`src/rtl/fnd_pkg.sv`:
```
// Shared constants for the 7-segment display path: the segment pattern table
// used by both the display-side bcd decoder and this read-back decoder, the
// digit-enable encodings and the scan decoder FSM states.
package fnd_pkg;

  // Active-low segment patterns, index = code. 0x0-0xD are glyphs,
  // 0xE is the dot-only pattern and 0xF is a blank digit.
  localparam logic [7:0] SEG_TABLE [16] = '{
    8'hc0, 8'hf9, 8'ha4, 8'hb0, 8'h99, 8'h92, 8'h82, 8'hf8,
    8'h80, 8'h90, 8'h88, 8'h83, 8'hc6, 8'ha1, 8'h7f, 8'hff
  };

  localparam logic [7:0] SEG_DOT   = 8'h7f;
  localparam logic [7:0] SEG_BLANK = 8'hff;

  localparam logic [3:0] CODE_MAX_DIGIT = 4'hD;
  localparam logic [3:0] CODE_DOT       = 4'hE;
  localparam logic [3:0] CODE_BLANK     = 4'hF;

  // Digit enables are active-low, exactly one position driven low.
  localparam logic [3:0] COM_POS0 = 4'b1110;
  localparam logic [3:0] COM_POS1 = 4'b1101;
  localparam logic [3:0] COM_POS2 = 4'b1011;
  localparam logic [3:0] COM_POS3 = 4'b0111;
  localparam logic [3:0] COM_IDLE = 4'b1111;

  typedef enum logic [1:0] {
    ST_SYNC    = 2'd0,
    ST_CAPTURE = 2'd1,
    ST_PUBLISH = 2'd2
  } fsm_state_e;

  // Returns {hit, code}; hit=0 means the byte is not a known pattern.
  function automatic logic [4:0] seg_decode(input logic [7:0] seg);
    logic [4:0] r;
    r = 5'b0_0000;
    for (int i = 0; i < 16; i++) begin
      if (seg == SEG_TABLE[i]) r = {1'b1, 4'(i)};
    end
    return r;
  endfunction

  // Returns {one_hot_low, position}.
  function automatic logic [2:0] com_decode(input logic [3:0] com);
    logic [2:0] r;
    case (com)
      COM_POS0: r = {1'b1, 2'd0};
      COM_POS1: r = {1'b1, 2'd1};
      COM_POS2: r = {1'b1, 2'd2};
      COM_POS3: r = {1'b1, 2'd3};
      default:  r = 3'b000;
    endcase
    return r;
  endfunction

endpackage

```
`src/rtl/fnd_slot_detector.sv`:
```
// Synchronizes the multiplexed display bus and emits one strobe per stable
// bus value (a "slot"), together with the decoded position and pattern code.
module fnd_slot_detector
  import fnd_pkg::*;
#(
  parameter int SETTLE_CYCLES = 16
) (
  input  logic       clk,
  input  logic       rst,
  input  logic [3:0] fnd_com_i,
  input  logic [7:0] fnd_data_i,
  output logic       slot_o,
  output logic [1:0] pos_o,
  output logic       com_ok_o,
  output logic [3:0] code_o,
  output logic       illegal_o
);

  localparam int CW = (SETTLE_CYCLES > 2) ? $clog2(SETTLE_CYCLES) : 2;

  logic [11:0]   sync1_q, sync2_q, last_q;
  logic [CW-1:0] cnt_q, cnt_d;
  logic          slot_q, slot_d;
  logic          changed;
  logic [4:0]    seg_res;
  logic [2:0]    com_res;

  // Two-flop synchronizer on the whole 12-bit bus; idle (all high) at reset
  // so an undriven panel does not look like a bus change.
  always_ff @(posedge clk or posedge rst) begin
    if (rst) begin
      sync1_q <= '1;
      sync2_q <= '1;
    end else begin
      sync1_q <= {fnd_com_i, fnd_data_i};
      sync2_q <= sync1_q;
    end
  end

  // Settle counter: restart on any change, strobe once when it saturates.
  always_comb begin
    changed = (sync2_q != last_q);
    cnt_d   = cnt_q;
    slot_d  = 1'b0;
    if (changed) begin
      cnt_d = '0;
    end else if (cnt_q != CW'(SETTLE_CYCLES - 1)) begin
      cnt_d = cnt_q + 1'b1;
      if (cnt_q == CW'(SETTLE_CYCLES - 2)) slot_d = 1'b1;
    end
  end

  // Settle state registers; last_q is the value the counter is timing.
  always_ff @(posedge clk or posedge rst) begin
    if (rst) begin
      last_q <= '1;
      cnt_q  <= '0;
      slot_q <= 1'b0;
    end else begin
      last_q <= sync2_q;
      cnt_q  <= cnt_d;
      slot_q <= slot_d;
    end
  end

  // Decode the settled value; last_q is unchanged while slot_q is high.
  always_comb begin
    com_res   = com_decode(last_q[11:8]);
    seg_res   = seg_decode(last_q[7:0]);
    pos_o     = com_res[1:0];
    com_ok_o  = com_res[2];
    code_o    = seg_res[3:0];
    illegal_o = ~seg_res[4];
  end

  assign slot_o = slot_q;

endmodule

```
`src/rtl/fnd_scan_decoder.sv`:
```
// Rebuilds the four displayed digits and dot flags from the scanned display
// bus and hands each complete 8-slot frame to a consumer.
//
// Handshake: o_valid/i_ready. A frame transfers on a clock edge where
// o_valid && i_ready; o_digits/o_dots are stable while o_valid is high and
// o_valid never drops without a transfer (except on rst).
module fnd_scan_decoder
  import fnd_pkg::*;
#(
  parameter int SETTLE_CYCLES  = 16,
  parameter int TIMEOUT_CYCLES = 400_000
) (
  input  logic        clk,
  input  logic        rst,
  input  logic [3:0]  fnd_com,
  input  logic [7:0]  fnd_data,
  output logic [15:0] o_digits,
  output logic [3:0]  o_dots,
  output logic        o_valid,
  input  logic        i_ready,
  output logic        o_locked,
  output logic        o_overrun,
  output logic [7:0]  o_err_cnt,
  input  logic        i_clr,
  output fsm_state_e  o_dbg_state
);

  localparam int TW = (TIMEOUT_CYCLES > 2) ? $clog2(TIMEOUT_CYCLES) : 2;

  logic       slot, com_ok, illegal;
  logic [1:0] pos;
  logic [3:0] code;

  fnd_slot_detector #(
    .SETTLE_CYCLES(SETTLE_CYCLES)
  ) u_slot (
    .clk       (clk),
    .rst       (rst),
    .fnd_com_i (fnd_com),
    .fnd_data_i(fnd_data),
    .slot_o    (slot),
    .pos_o     (pos),
    .com_ok_o  (com_ok),
    .code_o    (code),
    .illegal_o (illegal)
  );

  fsm_state_e    state_q, state_d;
  logic [2:0]    idx_q, idx_d;
  logic [15:0]   work_dig_q, work_dig_d;
  logic [3:0]    work_dot_q, work_dot_d;
  logic [TW-1:0] tmo_q, tmo_d;
  logic [15:0]   out_dig_q, out_dig_d;
  logic [3:0]    out_dot_q, out_dot_d;
  logic          valid_q, valid_d;
  logic          overrun_q, overrun_d;
  logic [7:0]    err_q, err_d;

  logic          slot_ok, err_inc, publish;
  logic [15:0]   slot_dig;
  logic [3:0]    slot_dot;

  // Working registers with the current slot applied; a frame started from
  // SYNC builds on cleared registers so partial frames never leak through.
  always_comb begin
    slot_ok  = com_ok && !illegal;
    slot_dig = (state_q == ST_SYNC) ? 16'h0000 : work_dig_q;
    slot_dot = (state_q == ST_SYNC) ? 4'h0 : work_dot_q;
    if (code <= CODE_MAX_DIGIT) begin
      slot_dig[{pos, 2'b00} +: 4] = code;
    end else if (code == CODE_DOT) begin
      slot_dot[pos] = 1'b1;
    end
  end

  // Scan alignment FSM: next state, slot index, working frame, timeout.
  always_comb begin
    state_d    = state_q;
    idx_d      = idx_q;
    work_dig_d = work_dig_q;
    work_dot_d = work_dot_q;
    tmo_d      = '0;
    err_inc    = 1'b0;
    publish    = 1'b0;
    case (state_q)
      ST_SYNC: begin
        // Only a clean position-0 slot starts a frame; anything else is
        // just scan traffic we are not aligned to yet.
        if (slot && slot_ok && (pos == 2'd0)) begin
          work_dig_d = slot_dig;
          work_dot_d = slot_dot;
          idx_d      = 3'd1;
          state_d    = ST_CAPTURE;
        end
      end
      ST_CAPTURE: begin
        if (slot) begin
          if (!slot_ok || (pos != idx_q[1:0])) begin
            err_inc = 1'b1;
            idx_d   = 3'd0;
            state_d = ST_SYNC;
          end else begin
            work_dig_d = slot_dig;
            work_dot_d = slot_dot;
            if (idx_q == 3'd7) begin
              idx_d   = 3'd0;
              state_d = ST_PUBLISH;
            end else begin
              idx_d = idx_q + 3'd1;
            end
          end
        end else if (tmo_q == TW'(TIMEOUT_CYCLES - 1)) begin
          idx_d   = 3'd0;
          state_d = ST_SYNC;
        end else begin
          tmo_d = tmo_q + 1'b1;
        end
      end
      ST_PUBLISH: begin
        publish    = 1'b1;
        work_dig_d = '0;
        work_dot_d = '0;
        idx_d      = 3'd0;
        state_d    = ST_CAPTURE;
      end
      default: begin
        idx_d   = 3'd0;
        state_d = ST_SYNC;
      end
    endcase
  end

  // Output holding register, overrun flag and error counter; i_clr wins
  // over a same-cycle error or overrun.
  always_comb begin
    out_dig_d = out_dig_q;
    out_dot_d = out_dot_q;
    valid_d   = valid_q;
    overrun_d = overrun_q;
    err_d     = err_q;
    if (valid_q && i_ready) valid_d = 1'b0;
    if (publish) begin
      if (valid_q && !i_ready) begin
        overrun_d = 1'b1;
      end else begin
        out_dig_d = work_dig_q;
        out_dot_d = work_dot_q;
        valid_d   = 1'b1;
      end
    end
    if (err_inc && (err_q != 8'hFF)) err_d = err_q + 8'd1;
    if (i_clr) begin
      overrun_d = 1'b0;
      err_d     = 8'd0;
    end
  end

  // State and datapath registers.
  always_ff @(posedge clk or posedge rst) begin
    if (rst) begin
      state_q    <= ST_SYNC;
      idx_q      <= '0;
      work_dig_q <= '0;
      work_dot_q <= '0;
      tmo_q      <= '0;
      out_dig_q  <= '0;
      out_dot_q  <= '0;
      valid_q    <= 1'b0;
      overrun_q  <= 1'b0;
      err_q      <= '0;
    end else begin
      state_q    <= state_d;
      idx_q      <= idx_d;
      work_dig_q <= work_dig_d;
      work_dot_q <= work_dot_d;
      tmo_q      <= tmo_d;
      out_dig_q  <= out_dig_d;
      out_dot_q  <= out_dot_d;
      valid_q    <= valid_d;
      overrun_q  <= overrun_d;
      err_q      <= err_d;
    end
  end

  assign o_digits    = out_dig_q;
  assign o_dots      = out_dot_q;
  assign o_valid     = valid_q;
  assign o_locked    = (state_q != ST_SYNC);
  assign o_overrun   = overrun_q;
  assign o_err_cnt   = err_q;
  assign o_dbg_state = state_q;

endmodule

```
`config.mk`:
```
export PLATFORM = sky130hd
export DESIGN_NAME = fnd_scan_decoder
export DESIGN_NICKNAME = d
export VERILOG_FILES = /design/src/rtl/fnd_pkg.sv /design/src/rtl/fnd_slot_detector.sv /design/src/rtl/fnd_scan_decoder.sv
export SDC_FILE = /design/constraint.sdc
export NUM_CORES = 1
export LEC_CHECK = 0
export BUFFER_PORTS_ARGS = -buffer_cell sky130_fd_sc_hd__clkbuf_2
export CAP_MARGIN = 20
export CORE_MARGIN = 5
export CORE_UTILIZATION = 44
export DETAILED_ROUTE_END_ITERATION = 7
export PLACE_DENSITY = 0.68
export SYNTH_ARGS = -nofsm -noshare
export SYNTH_HDL_FRONTEND = slang
export SYNTH_SLANG_ARGS = --single-unit
```
`constraint.sdc`:
```
create_clock -name clk -period 5.3 [get_ports clk]
set_input_delay 1.06 -clock clk [delete_from_list [all_inputs] [get_ports clk]]
set_output_delay 1.06 -clock clk [all_outputs]
set_load 0.02 [all_outputs]
```
==> results of run 1 <==
-- stage by stage --
stage	utilization	cell area [sq um]	hold WS (ps)	worst slack (ps)
finish	0.5234	6261	352.3	2596
global route	0.5234	6261	356.9	2496
CTS	0.5228	6254	353.8	2473
detailed placement	0.4742	5672	346.8	2485
global placement	0.4742	5672	345.8	2665
floorplan	-	5365	345.2	1256
-- cell usage in the layout (no fill, tap or decap), types with 5 or more instances in the layout --
master	n
ha_1	12
nor2_1	39
dfstp_2	36
nand4b_1	5
o21ai_0	30
nor4_1	5
nor2b_1	7
clkbuf_16	17
nor3_1	11
o211ai_1	19
a21oi_1	9
dfrtp_1	79
xnor2_1	5
or3_1	6
a31oi_1	5
nand3_1	18
inv_1	6
mux2_2	22
xor2_1	26
clkbuf_2	48
nand2b_1	5
and3_1	9
clkbuf_8	7
nand4_1	15
nand2_1	22
-- state kept, by name, summed over array words and instances, names as in the netlist --
name            flops
idx_q               3
o_dbg_state         2
u_slot.cnt_q        4
u_slot.last_q      12
o_valid             1
tmo_q              19
o_digits           16
work_dig_q         16
work_dot_q          4
o_err_cnt           8
u_slot.sync2_q     12
o_dots              4
o_overrun           1
u_slot.slot_o       1
u_slot.sync1_q     12
-- power by group through the flow --
stage	clock network (mW)	logic [mW]	registers, mW
floorplan	0	0.0649	0.924
global placement	0	0.0660	0.938
detailed placement	0	0.0682	0.939
global route	1.17	0.0767	0.928
finish	1.09	0.0670	0.926
CTS	1.11	0.0686	0.925
-- logic make-up (layout without fill, tap and decap cells) --
logic type,after synthesis,in the layout,synth area share
flip-flops,115,115,0.5448
AND/OR/NAND/NOR,170,170,0.1777
adder cells (fa/ha/maj),12,12,0.02798
buffers and inverters,32,91,0.03241
AO/OA/AOI/OAI,92,92,0.1166
multiplexers,24,24,0.04991
XOR/XNOR,31,31,0.05061
-- critical path, delay by kind of cell, from the launching register on --
family / cells / cell delay [ps]
and+or+nand+nor: 3 / 1210
AOI/OAI and AO/OA: 1 / 490
muxes: 1 / 290
DFF: 1 / 600
-- per-layer routing --
metal,up-vias,share of wire
li1,1828,-
met1,1902,0.45
met2,112,0.48
met3,20,0.047
met4,0,0.023
met5,-,0
-- how the worst min path moves through the flow --
stage / startpoint / end / slack [ps]
final: u_slot.sync1_q[6] / u_slot.sync2_q[6] / 350
after global routing: u_slot.sync1_q[5] / u_slot.sync2_q[5] / 360
after CTS: u_slot.sync1_q[4] / u_slot.sync2_q[4] / 350
after detailed placement: u_slot.sync1_q[4] / u_slot.sync2_q[4] / 350
after global placement: u_slot.sync1_q[2] / u_slot.sync2_q[2] / 350
after floorplan: u_slot.sync1_q[0] / u_slot.sync2_q[0] / 350
-- final cells by class --
cell class	count	area (sq um)
fillers	1033	5700
flip-flops and latches	115	2923
multi-input cells	329	2273
clock buffers	28	536.8
repair buffers	52	270.3
well taps	147	183.9
clock inverters	4	45.04
inverters	7	28.78
==> flow_metrics.py, run 1 <==
metrics = {
    "power": {
        "share_seq_of_total_power": 0.444,
        "switching_share": 0.2048,
        "power_density_nw_per_um2": 332.9,
        "power.clock.fraction": 0.524,
        "comb_power_share": 0.032,
        "report.power.total_mw": 2.084,
        "ir_worst_vdd_v": 0.0003373,
        "power_switching_mw": 0.4268,
        "cellInternalPower_mw": 1.657,
        "total_leakage_power_nw": 2.782,
    },
    "clock_network": {
        "clk_path_buf_depth": 2,
        "post_cts_setup_buffers": 0,
        "postCtsResizedCells": 0,
        "number_of_buffers_added_by_the_clock_tree_synthesis_step": 17,
        "clkSlewWorstSetupHoldPaths_ps": 50,
        "clock-sinks": 115,
        "cts_hold_repair.buffers": 0,
        "tritoncts": "done",
        "cts_htree_levels": 4,
        "clock-root-buffer": "clkbuf_16",
        "clock_insertion_delay_worst_skew_ps": 410,
    },
    "placed_design": {
        "place_inst": 649,
        "place_congestion": 0.8056,
        "place.port_buffers": 48,
        "post-dp-hpwl_um": 7355,
    },
    "yosys": {
        "yosys-top-cells-count": "79 x dfrtp_1, 39 x nor2_1, 36 x dfstp_2, 30 x o21ai_0, 26 x xor2_1",
        "synth.most_common_cell": "dfrtp_1",
        "syn_inst": 476,
        "top_cells_by_area_synth": "dfrtp_1 37%, dfstp_2 18%, mux2_2 4.6%",
        "ys_ff_latch": 115,
        "synth_area_per_cell_sq_um": 11.27,
        "synth_enable_flop_cells": 0,
        "post_synth_instance_area_sq_um": 5365,
        "synthArstFlopShare": 1.000,
        "synth_cell_type_count": 59,
        "yosys.area.top_type": "dfrtp_1",
        "dominantRegCellSynth": "dfrtp_1",
        "synthDominantCellAreaShare": 0.3685,
        "synth_fp_nets": 504,
        "synth_sequential_area_ratio": 0.5448,
        "synthesis.yosys.warnings": 0,
    },
    "floorplan": {
        "core_region_area_sq_um": 11960,
        "boundaryPins": 49,
        "chipWidth_um": 120.4,
        "core.rowCount": 40,
        "vertical_die_dimension_um": 120.4,
        "initial_core_utilization": 0.4485,
        "die_area_sq_um": 14500,
    },
    "critical_path": {
        "worstReg2RegStart": "u_slot.last_q[7]",
        "slowest_stage": "dfstp_2",
        "worstRegToRegCells": 5,
        "critical_path_arrival_ps": 3000,
        "timing.critical_path.cells": "or3b_2 -> nor3_1 -> o32a_1 -> nor2b_1 -> mux2_2",
        "setup.worst_path.start": "u_slot.last_q[7]",
        "cp_slowest_stage_delay_ps": 600,
        "max_fanout_on_critical_path": 12,
        "path_class": "reg -> reg",
        "rr_endpoint": "o_err_cnt[0]",
        "worst_setup_path_start_kind": "flip-flop",
        "critical_path_required_ps": 5600,
        "endpoint_kind": "flip-flop",
        "cp-endpoint": "o_err_cnt[0]",
        "regToRegSetupSlack_ps": 2600,
    },
    "timing": {
        "setup_violators_final": 0,
        "max-slew-margin-rel": 0.4795,
        "totalNegativeSetupSlack_ps": 0,
        "final.period_utilization": 0.5103,
        "skew_ps": 8.507,
        "post-route-min-period_ps": 2704,
        "maxSlewViolCount": 0,
        "worst_pin_slew_ps": 780.8,
        "hold_violations": 0,
        "rsz_0062_raised_after_global_routing": "no",
        "timing.fmax_mhz": 369.8,
    },
    "routing": {
        "post_drt_via_cell_ratio": 5.663,
        "detail_route.iter0.violations": 314,
        "detail_route.first_pass.iterations": 5,
        "routed_wire_length_um": 10730,
        "num_vias": 3862,
        "wire_per_inst_um": 15.73,
        "final_antenna_net_count": 0,
        "drcViolationCount": 0,
    },
    "grt": {
        "grtUsageMet3": 0.05332,
        "grt_use_met2": 0.2435,
        "grt_pass1_wl_um": 18230,
        "grt_use_total": 0.1578,
        "grt_max_degree": 64,
        "antenna_found_initial": 0,
        "grt.busiest_layer": "met2",
        "first_global_vias": 3819,
        "groute.layer.met1.usage": 0.2017,
        "grt-ovfl-total": 0,
    },
    "hold_path": {
        "hold_path_class": "reg -> reg",
        "worstHoldPathCells": 0,
    },
    "job": {
        "max-cap-violations": 0,
    },
    "cells_and_area": {
        "fin_cells": 682,
        "area.growth.synth_to_final_pct": 16.70,
        "num_antenna_cells": 0,
        "drive_above_1_share": 0.2860,
        "nNetsFinal": 550,
    },
    "outcome": {
        "result_of_the_run": "finished, final reports clean",
    },
}
(Power assumes the default switching activity.)
==> run 2, diff against run 1 <==
==> constraint.sdc (replaced) <==
create_clock -name clk -period 2.77 [get_ports clk]
set_input_delay 0.554 -clock clk [delete_from_list [all_inputs] [get_ports clk]]
set_output_delay 0.554 -clock clk [all_outputs]
set_load 0.02 [all_outputs]
==> flow_metrics.py, run 2 (same netlist as run 1, synthesis figures left out) <==
metrics = {
    "outcome": {
        "result_of_the_run": "finished, final reports clean",
    },
    "critical_path": {
        "timing.critical_path.cells": "or3b_2 -> nor4_1 -> or3_4 -> o32a_1 -> nor2b_1 -> mux2_2",
        "max_fanout_on_critical_path": 13,
        "path_class": "reg -> reg",
        "endpoint_kind": "flip-flop",
        "critical_path_required_ps": 3070,
        "regToRegSetupSlack_ps": 110,
        "critical_path_arrival_ps": 2950,
        "worst_setup_path_start_kind": "flip-flop",
        "slowest_stage": "dfstp_2",
        "worstReg2RegStart": "u_slot.last_q[1]",
        "rr_endpoint": "o_err_cnt[0]",
        "worstRegToRegCells": 6,
        "cp_slowest_stage_delay_ps": 660,
    },
    "cells_and_area": {
        "final.fill_count": 1074,
        "largest_register_ff_count": 19,
        "num_antenna_cells": 0,
        "area.growth.synth_to_final_pct": 19.66,
        "mostFrequentLayoutCell": "dfrtp_1",
        "nNetsFinal": 559,
        "fin_cells": 691,
        "drive_above_1_share": 0.3015,
        "layout.cells.most_common_list": "79 x dfrtp_1, 48 x clkbuf_2, 39 x nor2_1, 36 x dfstp_2, 30 x o21ai_0",
        "final_core_util": 0.5367,
        "most_flop_heavy_register": "tmo_q",
    },
    "timing": {
        "setup_violators_final": 0,
        "maxSlewViolCount": 0,
        "timing.fmax_mhz": 376.6,
        "final.period_utilization": 0.9587,
        "worst_pin_slew_ps": 603.9,
        "hold_violations": 0,
        "max-slew-margin-rel": 0.5950,
        "skew_ps": 10.72,
        "totalNegativeSetupSlack_ps": 0,
        "post-route-min-period_ps": 2656,
        "rsz_0062_raised_after_global_routing": "no",
    },
    "routing": {
        "routed_wire_length_um": 10490,
        "num_vias": 3802,
        "wire_per_inst_um": 15.18,
        "detail_route.first_pass.iterations": 5,
        "detail_route.iter0.violations": 281,
        "drcViolationCount": 0,
        "post_drt_via_cell_ratio": 5.502,
        "final_antenna_net_count": 0,
    },
    "clock_network": {
        "cts_htree_levels": 4,
        "tritoncts": "done",
        "clock-sinks": 115,
        "clkSlewWorstSetupHoldPaths_ps": 50,
        "clock_insertion_delay_worst_skew_ps": 420,
        "post_cts_setup_buffers": 0,
        "number_of_buffers_added_by_the_clock_tree_synthesis_step": 17,
        "clock-root-buffer": "clkbuf_16",
        "cts_hold_repair.buffers": 0,
        "postCtsResizedCells": 0,
        "clk_path_buf_depth": 2,
    },
    "floorplan": {
        "core_region_area_sq_um": 11960,
        "die_area_sq_um": 14500,
        "boundaryPins": 49,
        "vertical_die_dimension_um": 120.4,
        "chipWidth_um": 120.4,
        "initial_core_utilization": 0.4485,
        "core.rowCount": 40,
    },
    "power": {
        "power_density_nw_per_um2": 670.0,
        "total_leakage_power_nw": 2.846,
        "ir_worst_vdd_v": 0.0004913,
        "report.power.total_mw": 4.301,
    },
    "placed_design": {
        "place_inst": 658,
        "place_congestion": 0.8123,
        "post-dp-hpwl_um": 7209,
        "place.port_buffers": 48,
    },
    "grt": {
        "first_global_vias": 3804,
        "antenna_found_initial": 0,
        "grt_pass1_wl_um": 18220,
        "grt-ovfl-total": 0,
        "grt_max_degree": 116,
        "grt_use_total": 0.1583,
    },
    "job": {
        "max-cap-violations": 0,
    },
    "hold_path": {
        "worstHoldPathCells": 1,
        "worstHoldEndpoint": "u_slot.sync1_q[3]",
        "hold_path_class": "in -> reg",
        "min-delay-start": "fnd_data[3]",
    },
}
==> run 2: layer usage <==
layer	wire length (um)	vias up	GRT usage
li1	-	1851	-
met1	4693	1836	0.2007
met2	5077	97	0.2469
met3	513	18	0.05239
met4	204	0	0.07082
met5	0	-	0
==> run 2: worst max path at each step <==
| stage | from | endpoint | cells past startpoint |
|---|---|---|---|
| 2_1_floorplan | u_slot.last_q[11] | work_dot_q[0] | 8 |
| 3_3_place_gp | u_slot.last_q[1] | o_err_cnt[0] | 6 |
| 3_5_place_dp | u_slot.last_q[5] | work_dig_q[13] | 6 |
| 4_1_cts | u_slot.last_q[5] | work_dig_q[13] | 6 |
| 5_1_grt | u_slot.last_q[1] | o_err_cnt[0] | 6 |
| 6_report | u_slot.last_q[1] | o_err_cnt[0] | 6 |
==> run 2: cell type report <==
class,instances,area [sq um],area share
flip-flops and latches,115,2923,0.4553
multi-input cells,329,2273,0.3541
clock buffers,19,452.9,0.07055
repair buffers,61,350.3,0.05457
clock inverters,13,206.4,0.03216
well taps,147,183.9,0.02865
inverters,7,30.03,0.004677
==> run 2: power breakdown <==
group	switching (mW)	total [mW]	leakage (nW)	internal, mW
combinational	0.0919	0.145	1.05	0.0536
sequential	0.0309	1.76	1.48	1.73
clock	0.756	2.39	0.310	1.64
==> run 2: metrics by stage <==
step / setup slack [ps] / hold slack, ps / area, sq um
after detailed placement: 113.9 / 346.8 / 5753
after global placement: 172.8 / 345.4 / 5753
after floorplan: 441.5 / 345.2 / 5369
after global routing: 2.474 / 193.0 / 6420
final: 114.3 / 216.3 / 6420
after CTS: 77.66 / 195.4 / 6412
==> run 2: critical path, delay by kind of cell (launching register included) <==
family,cells,cell delay (ps)
AND/OR/NAND/NOR,4,1220
flip-flops,1,660
multiplexers,1,290
AO/OA/AOI/OAI,1,370
==> run 3, diff against run 2 <==
--- a/config.mk
+++ b/config.mk
@@ -7,10 +7,12 @@
 export LEC_CHECK = 0
 export BUFFER_PORTS_ARGS = -buffer_cell sky130_fd_sc_hd__clkbuf_2
 export CAP_MARGIN = 20
+export CORE_ASPECT_RATIO = 1.2
 export CORE_MARGIN = 5
 export CORE_UTILIZATION = 44
 export DETAILED_ROUTE_END_ITERATION = 7
 export PLACE_DENSITY = 0.68
+export RECOVER_POWER = 100
 export SYNTH_ARGS = -nofsm -noshare
 export SYNTH_HDL_FRONTEND = slang
 export SYNTH_SLANG_ARGS = --single-unit
==> flow_metrics.py, run 3 (same netlist as run 1, synthesis figures left out) <==
metrics = {
    "outcome": {
        "result_of_the_run": "finished, final reports clean",
    },
    "placed_design": {
        "place.port_buffers": 48,
        "post-dp-hpwl_um": 7410,
        "place_inst": 673,
        "post-place-ws_ps": 120.7,
        "place_congestion": 0.8944,
    },
    "timing": {
        "worst_pin_slew_ps": 1499,
        "totalNegativeSetupSlack_ps": 0,
        "hold_violations": 0,
        "skew_ps": 7.168,
        "max-slew-margin-rel": 0.0009682,
        "post-route-min-period_ps": 2538,
        "setup_violators_final": 0,
        "rsz_0062_raised_after_global_routing": "no",
        "final.setup.worst_slack_ps": 232.3,
        "maxSlewViolCount": 0,
        "timing.fmax_mhz": 394.1,
        "final.period_utilization": 0.9161,
    },
    "power": {
        "total_leakage_power_nw": 2.733,
        "power_density_nw_per_um2": 673.3,
        "ir_worst_vdd_v": 0.0002949,
        "report.power.total_mw": 4.293,
    },
    "cells_and_area": {
        "multiInputGateArea_sq_um": 2276,
        "most_flop_heavy_register": "tmo_q",
        "fin_cells": 706,
        "area.growth.synth_to_final_pct": 18.84,
        "drive_above_1_share": 0.2183,
        "num_antenna_cells": 0,
        "mostFrequentLayoutCell": "dfrtp_1",
        "largest_register_ff_count": 19,
        "layout.cells.most_common_list": "79 x dfrtp_1, 39 x nor2_1, 37 x clkbuf_1, 30 x o21ai_0, 26 x xor2_1",
        "final.fill_count": 1021,
        "nNetsFinal": 560,
        "ff_latch_area_sq_um": 2923,
        "final_core_util": 0.5289,
    },
    "floorplan": {
        "chipWidth_um": 110.8,
        "boundaryPins": 49,
        "core_region_area_sq_um": 12060,
        "core.rowCount": 44,
        "vertical_die_dimension_um": 131.0,
        "die_area_sq_um": 14510,
        "initial_core_utilization": 0.4450,
    },
    "grt": {
        "grt_pass1_wl_um": 18570,
        "grtUsageMet3": 0.04192,
        "grt_use_total": 0.1573,
        "first_global_vias": 3821,
        "grt_use_met2": 0.2636,
        "grt.busiest_layer": "met2",
        "groute.layer.met1.usage": 0.1911,
        "antenna_found_initial": 0,
        "grt_max_degree": 116,
        "grt-ovfl-total": 0,
    },
    "clock_network": {
        "clk_path_buf_depth": 2,
        "tritoncts": "done",
        "post_cts_setup_buffers": 0,
        "clkSlewWorstSetupHoldPaths_ps": 50,
        "clock_insertion_delay_worst_skew_ps": 410,
        "cts_htree_levels": 4,
        "cts_hold_repair.buffers": 0,
        "clock-sinks": 115,
        "number_of_buffers_added_by_the_clock_tree_synthesis_step": 17,
        "clock-root-buffer": "clkbuf_16",
    },
    "critical_path": {
        "path_class": "reg -> reg",
        "endpoint_kind": "flip-flop",
        "worst_setup_path_start_kind": "flip-flop",
        "slowest_stage": "dfstp_2",
        "worstReg2RegStart": "u_slot.last_q[1]",
        "setup.worst_path.start": "u_slot.last_q[1]",
        "regToRegSetupSlack_ps": 230,
        "critical_path.n_buffers_inverters": 0,
        "max_fanout_on_critical_path": 13,
        "critical_path_arrival_ps": 2850,
        "timing.critical_path.cells": "or3b_2 -> o21a_1 -> o311ai_2 -> o31a_2 -> nand4_1 -> o21ai_0",
        "cp_top_family": "compound AO/OA/AOI/OAI gates",
        "critical_path_required_ps": 3080,
        "cp_slowest_stage_delay_ps": 650,
    },
    "routing": {
        "final_antenna_net_count": 0,
        "num_vias": 3833,
        "drcViolationCount": 0,
        "detail_route.first_pass.iterations": 4,
        "detail_route.iter0.violations": 311,
        "routed_wire_length_um": 10900,
        "wire_per_inst_um": 15.44,
        "post_drt_via_cell_ratio": 5.429,
    },
    "hold_path": {
        "hold_path_class": "in -> reg",
        "min-delay-start": "fnd_data[4]",
    },
    "job": {
        "max-cap-violations": 0,
    },
}
-- run 3: changes by cell type in the layout (fill, tap and decap cells not counted), sizes merged --
cell      before  now
buf           13   10
clkinvlp       4    2
clkinv         5    4
clkbuf        67   74
-- run 3: what timing repair did --
| action | 4_1_cts | 5_1_grt |
|---|---|---|
| resized for setup | 0 | 3 |
| setup endpoints to repair | 0 | 13 |
| hold endpoints to repair | 0 | 0 |
-- run 3: path summary, 6_finish.rpt --
kind | cells after the start | end
worst min-delay path | 1 | u_slot.sync1_q[4]
worst max-delay path | 6 | work_dig_q[14]
min in group asynchronous | 3 | o_digits[2]
worst max register to register | 6 | work_dig_q[14]
max in group asynchronous | 3 | u_slot.cnt_q[0]
worst min register to register | 0 | u_slot.sync2_q[5]
-- run 3: final cells by class --
| class | count | area share |
|---|---|---|
| flip-flops and latches | 115 | 0.4584 |
| inverters | 7 | 0.004710 |
| clock inverters | 10 | 0.02786 |
| clock buffers | 22 | 0.07437 |
| repair buffers | 62 | 0.04611 |
| well taps | 161 | 0.03159 |
| multi-input cells | 329 | 0.3569 |
-- run 3: through the flow --
stage               cell area [sq um]  hold WS (ps)
floorplan                        5369         345.2
global placement                 5778         346.1
detailed placement               5778         347.0
CTS                              6430         208.5
global route                     6376         209.1
finish                           6376         226.8
-- run 3: power breakdown --
| part | internal (mW) | switching [mW] | total, mW |
|---|---|---|---|
| clock | 1.66 | 0.728 | 2.39 |
| combinational | 0.0514 | 0.0956 | 0.147 |
| sequential | 1.73 | 0.0303 | 1.76 |
| total | 3.44 | 0.854 | 4.29 |
-- run 3: metal layers --
metal,part of all wire,vias up
li1,-,1849
met1,0.44,1888
met2,0.50,75
met3,0.037,21
met4,0.024,0
met5,0,-
